## src/rtl/motion_sequencer_if.sv

```systemverilog
`default_nettype none
`timescale 1ns/1ps
// +---------------------------------------------------------------------------+
// | motion_sequencer_if : frame, button, speed and sprite-control bundle       |
// | Rev 1.0                                                                    |
// +---------------------------------------------------------------------------+
interface motion_sequencer_if;
  logic       frame_start;
  logic       btn_r;
  logic       btn_l;
  logic       btn_p;
  logic [1:0] speed;
  logic       refr_tick;
  logic [3:0] dir;
  logic       turn_pending;
  logic       paused;

  modport slave (
    input  frame_start, btn_r, btn_l, btn_p, speed,
    output refr_tick, dir, turn_pending, paused
  );

  modport master (
    output frame_start, btn_r, btn_l, btn_p, speed,
    input  refr_tick, dir, turn_pending, paused
  );
endinterface
`default_nettype wire

```

## src/rtl/motion_sequencer.sv

```systemverilog
`default_nettype none
`timescale 1ns/1ps
// +---------------------------------------------------------------------------+
// | motion_sequencer : debounced turn/pause buttons, heading FSM, frame step   |
// | Rev 1.0                                                                    |
// +---------------------------------------------------------------------------+
module motion_sequencer #(
  parameter int DEB_CYCLES = 500000,
  parameter int DEB_W      = 19
) (
  input  wire logic          clk,
  input  wire logic          rstn,
  motion_sequencer_if.slave  bus
);

  typedef enum logic [3:0] {
    RIGHT = 4'b0011,
    DOWN  = 4'b1100,
    LEFT  = 4'b0001,
    UP    = 4'b0100
  } heading_e;

  typedef enum logic [1:0] {
    T_NONE = 2'd0,
    T_R    = 2'd1,
    T_L    = 2'd2
  } turn_e;

  localparam logic [DEB_W-1:0] DEB_LAST = DEB_W'(DEB_CYCLES - 1);

  // Button index: 0 = right, 1 = left, 2 = pause
  logic [2:0]       sync1_q, sync1_d, sync2_q, sync2_d;
  logic [2:0]       deb_q, deb_d, deb_prev_q, deb_prev_d;
  logic [2:0]       armed_q, armed_d;
  logic [DEB_W-1:0] cnt_q [3];
  logic [DEB_W-1:0] cnt_d [3];
  logic [1:0]       settle_q, settle_d;
  logic [2:0]       ev;

  heading_e   heading_q, heading_d;
  turn_e      turn_q, turn_d;
  logic       paused_q, paused_d;
  logic       refr_tick_q, refr_tick_d;
  logic [2:0] fcnt_q, fcnt_d;
  logic [3:0] fcnt_inc;
  logic [3:0] target;
  logic       step;

  function automatic heading_e turn_cw(heading_e h);
    case (h)
      RIGHT:   turn_cw = DOWN;
      DOWN:    turn_cw = LEFT;
      LEFT:    turn_cw = UP;
      default: turn_cw = RIGHT;
    endcase
  endfunction

  function automatic heading_e turn_ccw(heading_e h);
    case (h)
      RIGHT:   turn_ccw = UP;
      UP:      turn_ccw = LEFT;
      LEFT:    turn_ccw = DOWN;
      default: turn_ccw = RIGHT;
    endcase
  endfunction

  always_comb begin
    sync1_d    = {bus.btn_p, bus.btn_l, bus.btn_r};
    sync2_d    = sync1_q;
    deb_prev_d = deb_q;
    deb_d      = deb_q;
    armed_d    = armed_q;
    ev         = '0;
    settle_d   = (settle_q == 2'd2) ? settle_q : settle_q + 2'd1;
    for (int i = 0; i < 3; i++) begin
      cnt_d[i] = '0;
      if (sync2_q[i] != deb_q[i]) begin
        if (cnt_q[i] == DEB_LAST) deb_d[i] = sync2_q[i];
        else                      cnt_d[i] = cnt_q[i] + DEB_W'(1);
      end
      // A button only becomes live once it has been seen idle, so one held
      // through reset stays silent until it is released and pressed again.
      if (settle_q == 2'd2 && !sync2_q[i] && !deb_q[i] && cnt_q[i] == '0)
        armed_d[i] = 1'b1;
      ev[i] = deb_q[i] & ~deb_prev_q[i] & armed_q[i];
    end
  end

  always_comb begin
    case (bus.speed)
      2'd0:    target = 4'd8;
      2'd1:    target = 4'd4;
      2'd2:    target = 4'd2;
      default: target = 4'd1;
    endcase
    fcnt_inc = {1'b0, fcnt_q} + 4'd1;
    paused_d = paused_q ^ ev[2];
    fcnt_d   = fcnt_q;
    step     = 1'b0;
    // A pause request on this edge wins over any step it coincides with.
    if (bus.frame_start && !paused_q && !ev[2]) begin
      if (fcnt_inc >= target) begin
        fcnt_d = '0;
        step   = 1'b1;
      end else begin
        fcnt_d = fcnt_inc[2:0];
      end
    end

    heading_d = heading_q;
    if (step) begin
      case (turn_q)
        T_R:     heading_d = turn_cw(heading_q);
        T_L:     heading_d = turn_ccw(heading_q);
        default: heading_d = heading_q;
      endcase
    end

    turn_d = step ? T_NONE : turn_q;
    if (!paused_q && !ev[2] && (ev[0] ^ ev[1]) && turn_d == T_NONE)
      turn_d = ev[0] ? T_R : T_L;
    if (paused_d)
      turn_d = T_NONE;

    refr_tick_d = step;
  end

  always_ff @(posedge clk or negedge rstn) begin
    if (!rstn) begin
      sync1_q     <= '0;
      sync2_q     <= '0;
      deb_q       <= '0;
      deb_prev_q  <= '0;
      armed_q     <= '0;
      settle_q    <= '0;
      for (int i = 0; i < 3; i++) cnt_q[i] <= '0;
      heading_q   <= RIGHT;
      turn_q      <= T_NONE;
      paused_q    <= 1'b0;
      refr_tick_q <= 1'b0;
      fcnt_q      <= '0;
    end else begin
      sync1_q     <= sync1_d;
      sync2_q     <= sync2_d;
      deb_q       <= deb_d;
      deb_prev_q  <= deb_prev_d;
      armed_q     <= armed_d;
      settle_q    <= settle_d;
      for (int i = 0; i < 3; i++) cnt_q[i] <= cnt_d[i];
      heading_q   <= heading_d;
      turn_q      <= turn_d;
      paused_q    <= paused_d;
      refr_tick_q <= refr_tick_d;
      fcnt_q      <= fcnt_d;
    end
  end

  assign bus.refr_tick    = refr_tick_q;
  assign bus.dir          = heading_q;
  assign bus.turn_pending = (turn_q != T_NONE);
  assign bus.paused       = paused_q;

endmodule
`default_nettype wire

```

## src/flat_wrapper.sv

```systemverilog
// flat-port wrapper written by rule: the top's interface ports become plain ports
module motion_sequencer_flat 
#(
  parameter int DEB_CYCLES = 500000,
  parameter int DEB_W      = 19
)
  (clk, rstn, bus_frame_start, bus_btn_r, bus_btn_l, bus_btn_p, bus_speed, bus_refr_tick, bus_dir, bus_turn_pending, bus_paused);
  motion_sequencer_if bus_i ();
  input  wire logic clk;
  input  wire logic rstn;
  input wire logic [$bits(bus_i.frame_start)-1:0] bus_frame_start;
  input wire logic [$bits(bus_i.btn_r)-1:0] bus_btn_r;
  input wire logic [$bits(bus_i.btn_l)-1:0] bus_btn_l;
  input wire logic [$bits(bus_i.btn_p)-1:0] bus_btn_p;
  input wire logic [$bits(bus_i.speed)-1:0] bus_speed;
  output wire logic [$bits(bus_i.refr_tick)-1:0] bus_refr_tick;
  output wire logic [$bits(bus_i.dir)-1:0] bus_dir;
  output wire logic [$bits(bus_i.turn_pending)-1:0] bus_turn_pending;
  output wire logic [$bits(bus_i.paused)-1:0] bus_paused;
  assign bus_i.frame_start = bus_frame_start;
  assign bus_i.btn_r = bus_btn_r;
  assign bus_i.btn_l = bus_btn_l;
  assign bus_i.btn_p = bus_btn_p;
  assign bus_i.speed = bus_speed;
  assign bus_refr_tick = bus_i.refr_tick;
  assign bus_dir = bus_i.dir;
  assign bus_turn_pending = bus_i.turn_pending;
  assign bus_paused = bus_i.paused;
  motion_sequencer #(.DEB_CYCLES(DEB_CYCLES), .DEB_W(DEB_W)) u_core (.clk(clk), .rstn(rstn), .bus(bus_i));
endmodule
```

## config.mk

```make
export PLATFORM = sky130hd
export DESIGN_NAME = motion_sequencer_flat
export DESIGN_NICKNAME = d
export VERILOG_FILES = /design/src/rtl/motion_sequencer_if.sv /design/src/rtl/motion_sequencer.sv /design/src/flat_wrapper.sv
export SDC_FILE = /design/constraint.sdc
export NUM_CORES = 1
export LEC_CHECK = 0
export BUFFER_PORTS_ARGS = -buffer_cell sky130_fd_sc_hd__buf_2
export CORE_UTILIZATION = 40
export CTS_CLUSTER_SIZE = 28
export DETAILED_ROUTE_END_ITERATION = 12
export GPL_TIMING_DRIVEN = 0
export HOLD_SLACK_MARGIN = 0.02
export PLACE_DENSITY_LB_ADDON = 0.08
export RECOVER_POWER = 50
export SLEW_MARGIN = 20
export SYNTH_ARGS = -nofsm -noshare
export SYNTH_HDL_FRONTEND = slang
export SYNTH_SLANG_ARGS = --single-unit
```

## constraint.sdc

```tcl
create_clock -name clk -period 2.5 [get_ports clk]
set_input_delay 0.25 -clock clk [delete_from_list [all_inputs] [get_ports clk]]
set_output_delay 0.25 -clock clk [all_outputs]
set_load 0.02 [all_outputs]
```

Word level (Yosys, flattened, before mapping)

Index checks and enable logic that the tools add are counted.

Register bits after elaboration: 85
Bits of input ports: 8
Output and inout bits: 7
Logic and storage cells: 100

Add/sub/neg operators: 5
Magnitude comparators: 1
Eq/ne operators: 15
Mux-type cells: 17
Bitwise logic cells: 11
Reduce and logical (&&, ||, !) cells: 33

Operator list:

| cell                                                                  | count |
|---|---|
| 19-bit two-way mux                                                    | 6 |
| 19-bit by 1-bit adder with 19-bit output, second input constant       | 3 |
| 19-bit equality test, second input constant                           | 3 |
| 19-bit logical NOT                                                    | 3 |
| 4-bit one-hot mux with 3 select lines                                 | 3 |
| 1-bit logical AND                                                     | 14 |
| 1-bit logical NOT                                                     | 8 |
| 2-bit two-way mux                                                     | 4 |
| 4-bit one-hot mux with 2 select lines                                 | 1 |
| 2-bit AND reduction                                                   | 4 |
| 1-bit bitwise AND                                                     | 6 |
| 2-bit equality test, second input constant                            | 3 |
| 3-bit by 1-bit adder with 4-bit output, second input constant         | 1 |
| 2-bit by 1-bit equality test with 1-bit output, second input constant | 2 |
| 4-bit by 1-bit equality test with 1-bit output, second input constant | 1 |
| 4-bit by 2-bit equality test with 1-bit output, second input constant | 1 |
| 4-bit by 3-bit equality test with 1-bit output, second input constant | 1 |
| 4-bit equality test, second input constant                            | 1 |
| 4-bit greater-or-equal comparator                                     | 1 |
| 2-bit logical NOT                                                     | 2 |
| 2-bit nonzero test                                                    | 2 |
| 3-bit two-way mux                                                     | 1 |
| 1-bit != test                                                         | 3 |
| 1-bit NOT                                                             | 3 |
| other kinds (3)                                                       | 5 |

Logic depth before layout (Yosys ltp)

Gate-level depths: netlist (run 1).

Depth after elaboration: 11
Gate-level depth with buffers: 7
Mapped depth without buffers: 7

Least setup slack after synthesis (run 1)

No wires, ideal clock.

Kind: flip-flop to flip-flop
From: register u_core.fcnt_q[0]
To: register u_core.turn_q[0]
Arrival: 1.765 ns
Data required time: 2.399 ns
Setup slack: 0.634 ns
Cell stages (with the launch flop): 8
Path buffers: 0
Period minus slack after synthesis: 1.866 ns
Path through: dfrtp_1 ha_1 xor2_1 ha_1 o211ai_1 o21ai_0 a21oi_1 o32ai_1

Longest elaborated chain between the ends: 9

Ends and longest elaborated chain:

| element                                  | RTL line                | text |
|---|---|---|
| start: declaration                       | motion_sequencer.sv:44  | `logic [2:0] fcnt_q, fcnt_d;` |
| start signal: assignment                 | motion_sequencer.sv:154 | `fcnt_q <= fcnt_d;` |
| 3-bit by 1-bit adder with 4-bit output * | motion_sequencer.sv:96  | `fcnt_inc = {1'b0, fcnt_q} + 4'd1;` |
| 4-bit greater-or-equal comparator *      | motion_sequencer.sv:102 | `if (fcnt_inc >= target) begin` |
| 1-bit two-way mux *                      | motion_sequencer.sv:102 |  |
| 1-bit two-way mux *                      | motion_sequencer.sv:101 | `if (bus.frame_start && !paused_q && !ev[2]) begin` |
| 2-bit two-way mux *                      | motion_sequencer.sv:119 | `turn_d = step ? T_NONE : turn_q;` |
| 2-bit logical NOT                        | motion_sequencer.sv:120 | `if (!paused_q && !ev[2] && (ev[0] ^ ev[1]) && turn_d == T_NONE)` |
| 1-bit logical AND                        | motion_sequencer.sv:120 |  |
| 2-bit two-way mux *                      | motion_sequencer.sv:120 |  |
| 2-bit two-way mux *                      | motion_sequencer.sv:122 | `if (paused_d)` |
| via u_core.turn_d[0]                     | motion_sequencer.sv:41  | `turn_e turn_q, turn_d;` |
| end signal: assignment                   | motion_sequencer.sv:151 | `turn_q <= turn_d;` |
| end: declaration                         | motion_sequencer.sv:41  |  |

Mark *: on every way through the listed nets, which the timed path passes. The rest lies on a longest branch.
A chain may end at the register's enable or synchronous reset.

Final worst setup path (run 1)

Ends and elaborated chain as after synthesis.

==> summary.txt, run 1 <==
Timing
  • Final Hold Viols: 0
  • Measured slew at the worst slew-check pin: 1.12 ns
  • RSZ-0062 raised after global routing: false
  • Final setup TNS: 0 ns
  • Slew Limit Headroom: 0.250
  • Count of final setup violators: 0
  • Worst clock skew: 0.0104 ns
  • FMAX: 475 MHz
  • Fin crit period: 2.10 ns
  • Period utilisation layout: 0.842
  • Max Slew Vio Count: 0

CTS
  • CTS tree: yes
  • Maximum clock path buffer count: 2
  • Post-CTS Setup Inserts: 0
  • H-tree level count: 3
  • Worst-Skew Late Latency: 0.37 ns
  • Clk slew on worst S/H paths: 0.08 ns
  • CTS root buf: clkbuf_8
  • Clk sinks: 85
  • Total CTS buffers: 9

Final layout
  • Layout area overhead: 12.2%
  • Commonest non-fill, non-tap cell in the layout: dfrtp_1
  • Layout cell share with drive strength beyond 1: 0.127
  • Finished Layout Cells: 593
  • Post-Route Utilization: 0.465
  • Final nets: 475
  • N_diodes: 0
  • Commonest cells after routing, fill and taps aside: dfrtp_1 (83), nor2_1 (48), nand2_1 (26), xnor2_1 (26), nand3_1 (25)
  • Design area: 4820 sq um

Hold path
  • HP Class: input pin to flop

Yosys
  • Net Count, Synth: 445
  • Cell variety after synth: 52
  • Sequential fraction of the synthesis area: 0.496
  • EDFF count, synth: 0
  • Synth Instances: 422
  • Most used DFF post-synth: dfrtp_1
  • Synth async-reset ratio: 1.00
  • Mean Syn Cell Area: 10.2 sq um
  • Yosys reg bits: 85
  • Ys Warns: 0
  • Syn Std Cell Area: 4300 sq um

Power and ir drop
  • Seq pwr share: 0.523
  • Switching power: 0.705 mW
  • Total Power: 2.77 mW
  • Leak pwr: 2.09 nW
  • Gate power share: 0.097
  • Worst vdd ir: 221 uV
  • P_int: 2.07 mW
  • Switching Share: 0.254
  • Clock Power Share: 0.380
  • PD cells: 575 nW/um^2

Job
  • Max_cap viols: 0

Worst setup path
  • R2R setup slack: 0.40 ns
  • WP data arrival: 2.38 ns
  • Critical path peak fanout: 5
  • Critical Path Sink Type: flop
  • WP data required: 2.77 ns
  • Worst Setup Start Kind: flop
  • Crit Path Class: flop to flop

Drt
  • DRC viols: 0
  • Vias per cell: 5.15
  • Per-cell routed wire length: 13.3 microns
  • DRT Pass-1 Iters: 4
  • Number of routed nets with antenna violations: 0
  • WL final: 7.91 mm
  • Routed via count: 3,053
  • Starting DRT DRC Count: 102

GRT
  • Overall Global Routing Usage: 0.161
  • Overflow after GRT: 0
  • Initial antenna violation count: 0
  • First-pass GRT wire length: 14.2 mm
  • Largest net degree at the start of global routing: 44
  • Vias in the first global route: 3,008

Placed design
  • Placed Cells: 573
  • Post-DP Area: 4570 sq um
  • Dpl hpwl: 5.59 mm
  • Number of port buffers: 14
  • Routability cong.: 0.770

Die
  • Core Region: 10,400 sq um
  • Chip Height: 106 microns
  • # rows: 37
  • Die area: 11,200 sq um
  • Initial Util: 0.414
  • Ports: 15
  • Die W: 106 microns

Run status
  • Outcome: finished, final reports clean
==> cell families (layout without fill, tap and decap cells) <==
logic type      count (synthesis)  after routing  share of synthesized area
simple gates                  194            194                      0.245
flops                          85             85                      0.496
xor+xnor                       46             46                     0.0938
compound gates                 45             45                     0.0749
buf+inv                        33             68                     0.0367
fa+ha+maj                      15             15                     0.0437
mux                             4              4                     0.0102
==> registers in the layout (all words and copies together) (netlist names) <==
name                  cells
u_core.bus.refr_tick      1
u_core.bus.paused         1
u_core.settle_q           2
u_core.bus.dir            4
u_core.deb_prev_q         3
u_core.armed_q            3
u_core.deb_prev_d         3
u_core.fcnt_q             3
u_core.sync1_q            3
u_core.turn_q             2
u_core.cnt_q             57
u_core.sync2_q            3
==> per-stage QoR <==
stage                     setup WS (ns)  hold slack, ns
after floorplan                   0.634         -0.0456
after global placement            0.374           0.334
after detailed placement          0.387           0.297
after CTS                         0.365           0.299
after global routing              0.198           0.355
final                             0.395           0.312
==> area by class of cell <==
| cell class | instances | area, sq um |
|---|---|---|
| clock inverters | 4 | 53.8 |
| repair buffers | 19 | 136 |
| multi-input cells | 304 | 2010 |
| clock buffers | 12 | 165 |
| inverters | 21 | 78.8 |
| plain buffers | 12 | 78.8 |
| well taps | 136 | 170 |
| flip-flops and latches | 85 | 2130 |
| fillers | 1030 | 5550 |
==> Yosys cell counts, types with 6 or more instances <==
cell | instances | area, sq um
o21ai_0 | 13 | 65.1
nor4_1 | 20 | 125
dfrtp_1 | 83 | 2080
xnor2_1 | 26 | 228
xor2_1 | 20 | 175
nor2_1 | 48 | 180
or4_1 | 7 | 52.6
buf_2 | 6 | 30.0
nand3_1 | 25 | 125
nor3_1 | 13 | 65.1
nand4_1 | 16 | 100
inv_1 | 21 | 78.8
or3_1 | 6 | 37.5
nand2_1 | 26 | 97.6
ha_1 | 15 | 188
a21oi_1 | 12 | 60.1
==> worst paths after layout <==
| path | endpoint | cells past startpoint | from |
|---|---|---|---|
| max | u_core.turn_q[0]$_DFF_PN0_ | 7 | u_core.fcnt_q[0]$_DFFE_PN0P_ |
| min | u_core.bus.refr_tick$_DFF_PN0_ | 3 | bus_frame_start |
| max reg2reg | u_core.turn_q[0]$_DFF_PN0_ | 7 | u_core.fcnt_q[0]$_DFFE_PN0P_ |
| min reg2reg | u_core.sync2_q[0]$_DFF_PN0_ | 0 | u_core.sync1_q[0]$_DFF_PN0_ |
| max in group asynchronous | u_core.cnt_q[26]$_DFF_PN0_ | 3 | rstn |
| min in group asynchronous | u_core.bus.dir[3]$_DFFE_PN0P_ | 2 | rstn |
==> worst max-delay path: stages (launching register included) <==
cell and delay (ns):
dfrtp_1 0.43, ha_1 0.22, xor2_1 0.16, ha_1 0.29, o211ai_1 0.09, o21ai_0 0.37, a21oi_1 0.17, o32ai_1 0.28
==> power groups by stage <==
stage / Combinational, mW / Sequential, mW / Clock, mW
global route: 0.321 / 1.46 / 1.15
floorplan: 0.174 / 1.48 / 0
finish: 0.269 / 1.45 / 1.05
global placement: 0.266 / 1.48 / 0
CTS: 0.279 / 1.45 / 1.10
detailed placement: 0.273 / 1.48 / 0
==> metal layers <==
layer	GRT usage	vias to the layer above	routed length, microns
li1	-	1563	-
met1	0.223	1453	4070
met2	0.244	26	3500
met3	0.0247	11	168
met4	0.0804	0	173
met5	0	-	0
==> what timing repair did <==
item | CTS | global route
hold buffers | 4 | 0
endpoints found under the hold margin | 43 | 0
resized for setup | 0 | 0
Power figures use the tool's default switching activity.
==> run 2: changes to the inputs <==
==> constraint.sdc (replaced) <==
create_clock -name clk -period 2.09 [get_ports clk]
set_input_delay 0.209 -clock clk [delete_from_list [all_inputs] [get_ports clk]]
set_output_delay 0.209 -clock clk [all_outputs]
set_load 0.02 [all_outputs]
==> summary.txt, run 2 (synthesis gave the netlist of run 1 again) <==
Timing
  • Max Slew Vio Count: 0
  • Slew Limit Headroom: 0.252
  • Period utilisation layout: 0.922
  • Setup ws final: 0.162 ns
  • FMAX: 519 MHz
  • Final Hold Viols: 0
  • Count of final setup violators: 0
  • Worst clock skew: 0.0110 ns
  • RSZ-0062 raised after global routing: false
  • Measured slew at the worst slew-check pin: 1.12 ns
  • Fin crit period: 1.93 ns

CTS
  • Total CTS buffers: 9
  • H-tree level count: 3
  • Maximum clock path buffer count: 2
  • CTS tree: yes
  • Clk sinks: 85
  • CTS root buf: clkbuf_8
  • Worst-Skew Late Latency: 0.37 ns
  • Clk slew on worst S/H paths: 0.08 ns

Worst setup path
  • Critical path peak fanout: 5
  • Critical Path Sink Type: flop
  • WP data arrival: 2.18 ns
  • Worst Setup Start Kind: flop
  • Crit Path Class: flop to flop
  • WP data required: 2.35 ns

Placed design
  • Placed Cells: 573
  • Dpl hpwl: 5.59 mm
  • Pre-CTS setup slack: -0.0233 ns
  • Routability cong.: 0.770
  • Number of port buffers: 14

Final layout
  • Layout cell share with drive strength beyond 1: 0.139
  • Largest Register: u_core.cnt_q
  • N_diodes: 0
  • Commonest non-fill, non-tap cell in the layout: dfrtp_1
  • Layout area overhead: 13.2%
  • Finished Layout Cells: 598
  • Final nets: 480
  • Largest register FFs: 57
  • Commonest cells after routing, fill and taps aside: dfrtp_1 (83), nor2_1 (48), nand2_1 (26), xnor2_1 (26), nand3_1 (25)

GRT
  • Overall Global Routing Usage: 0.161
  • Largest net degree at the start of global routing: 44
  • Overflow after GRT: 0
  • Vias in the first global route: 3,008
  • First-pass GRT wire length: 14.2 mm
  • Initial antenna violation count: 0

Hold path
  • HP Class: input pin to flop

Die
  • Core Region: 10,400 sq um
  • # rows: 37
  • Die area: 11,200 sq um
  • Initial Util: 0.414
  • Chip Height: 106 microns
  • Die W: 106 microns
  • Ports: 15

Job
  • Max_cap viols: 0

Drt
  • Number of routed nets with antenna violations: 0
  • DRC viols: 0
  • Per-cell routed wire length: 13.3 microns
  • Routed via count: 3,082
  • Starting DRT DRC Count: 91
  • Vias per cell: 5.15
  • DRT Pass-1 Iters: 4
  • WL final: 7.96 mm

Power and ir drop
  • Leak pwr: 2.13 nW
  • Worst vdd ir: 264 uV
  • PD cells: 686 nW/um^2

Run status
  • Outcome: finished, final reports clean
## run 2: cell count changes in the layout (fill, tap and decap cells not counted), sizes merged
cell / delta
buf: +5
## run 2: per-stage QoR
stage               setup TNS (ns)  cell area [sq um]  hold slack (ns)  utilization  total power [mW]
finish                           0               4860            0.276        0.469              3.34
global route                     0               4860            0.320        0.469              3.52
global placement           -0.0459               4540            0.317        0.437              2.09
floorplan                        0               4300          -0.0866            -              1.98
detailed placement         -0.0460               4570            0.256        0.440              2.09
CTS                              0               4820            0.258        0.465              3.38
## run 2: per-layer routing
layer | up-vias | global-route usage | part of all wire
met3 | 11 | 0.0247 | 0.022
met5 | - | 0 | 0
met1 | 1467 | 0.223 | 0.51
li1 | 1572 | - | -
met4 | 0 | 0.0804 | 0.022
met2 | 32 | 0.244 | 0.44
## run 2: cell type report
class	instances	area [sq um]
clock buffer	12	165
timing repair buffer	24	174
buffer	12	78.8
fill	1026	5510
sequential	85	2130
inverter	21	78.8
clock inverter	4	53.8
multi-input combinational	304	2010
tap	136	170
## run 2: power by group
group	switching [mW]	internal [mW]
clock network	0.608	0.654
logic	0.204	0.136
registers	0.0422	1.69
total	0.854	2.48
## run 2: what timing repair did
action,CTS,global route
cloned,0,0
hold endpoints to repair,43,0
setup buffers,0,5
hold buffers,4,0
resized for setup,1,2
setup endpoints to repair,2,23
pin swaps,0,2
## run 2: final timing paths
kind                                                   start                             end  slack, ns  cells past startpoint
worst max-delay path            u_core.fcnt_q[0]$_DFFE_PN0P_      u_core.turn_q[1]$_DFF_PN0_       0.16                      6
worst min-delay path                         bus_frame_start  u_core.bus.refr_tick$_DFF_PN0_       0.28                      3
worst max register to register  u_core.fcnt_q[0]$_DFFE_PN0P_      u_core.turn_q[1]$_DFF_PN0_       0.16                      6
worst min register to register   u_core.sync1_q[0]$_DFF_PN0_     u_core.sync2_q[0]$_DFF_PN0_       0.35                      0
max in group asynchronous                               rstn      u_core.cnt_q[26]$_DFF_PN0_       0.74                      3
min in group asynchronous                               rstn   u_core.bus.dir[3]$_DFFE_PN0P_       0.59                      2
## run 2: worst max-delay path, stage by stage, from the launching register on
cell      delay (ns)
dfrtp_1         0.43
ha_1            0.33
ha_1            0.29
o211ai_1        0.24
o21a_1          0.21
o21ai_1         0.10
a22o_1          0.21
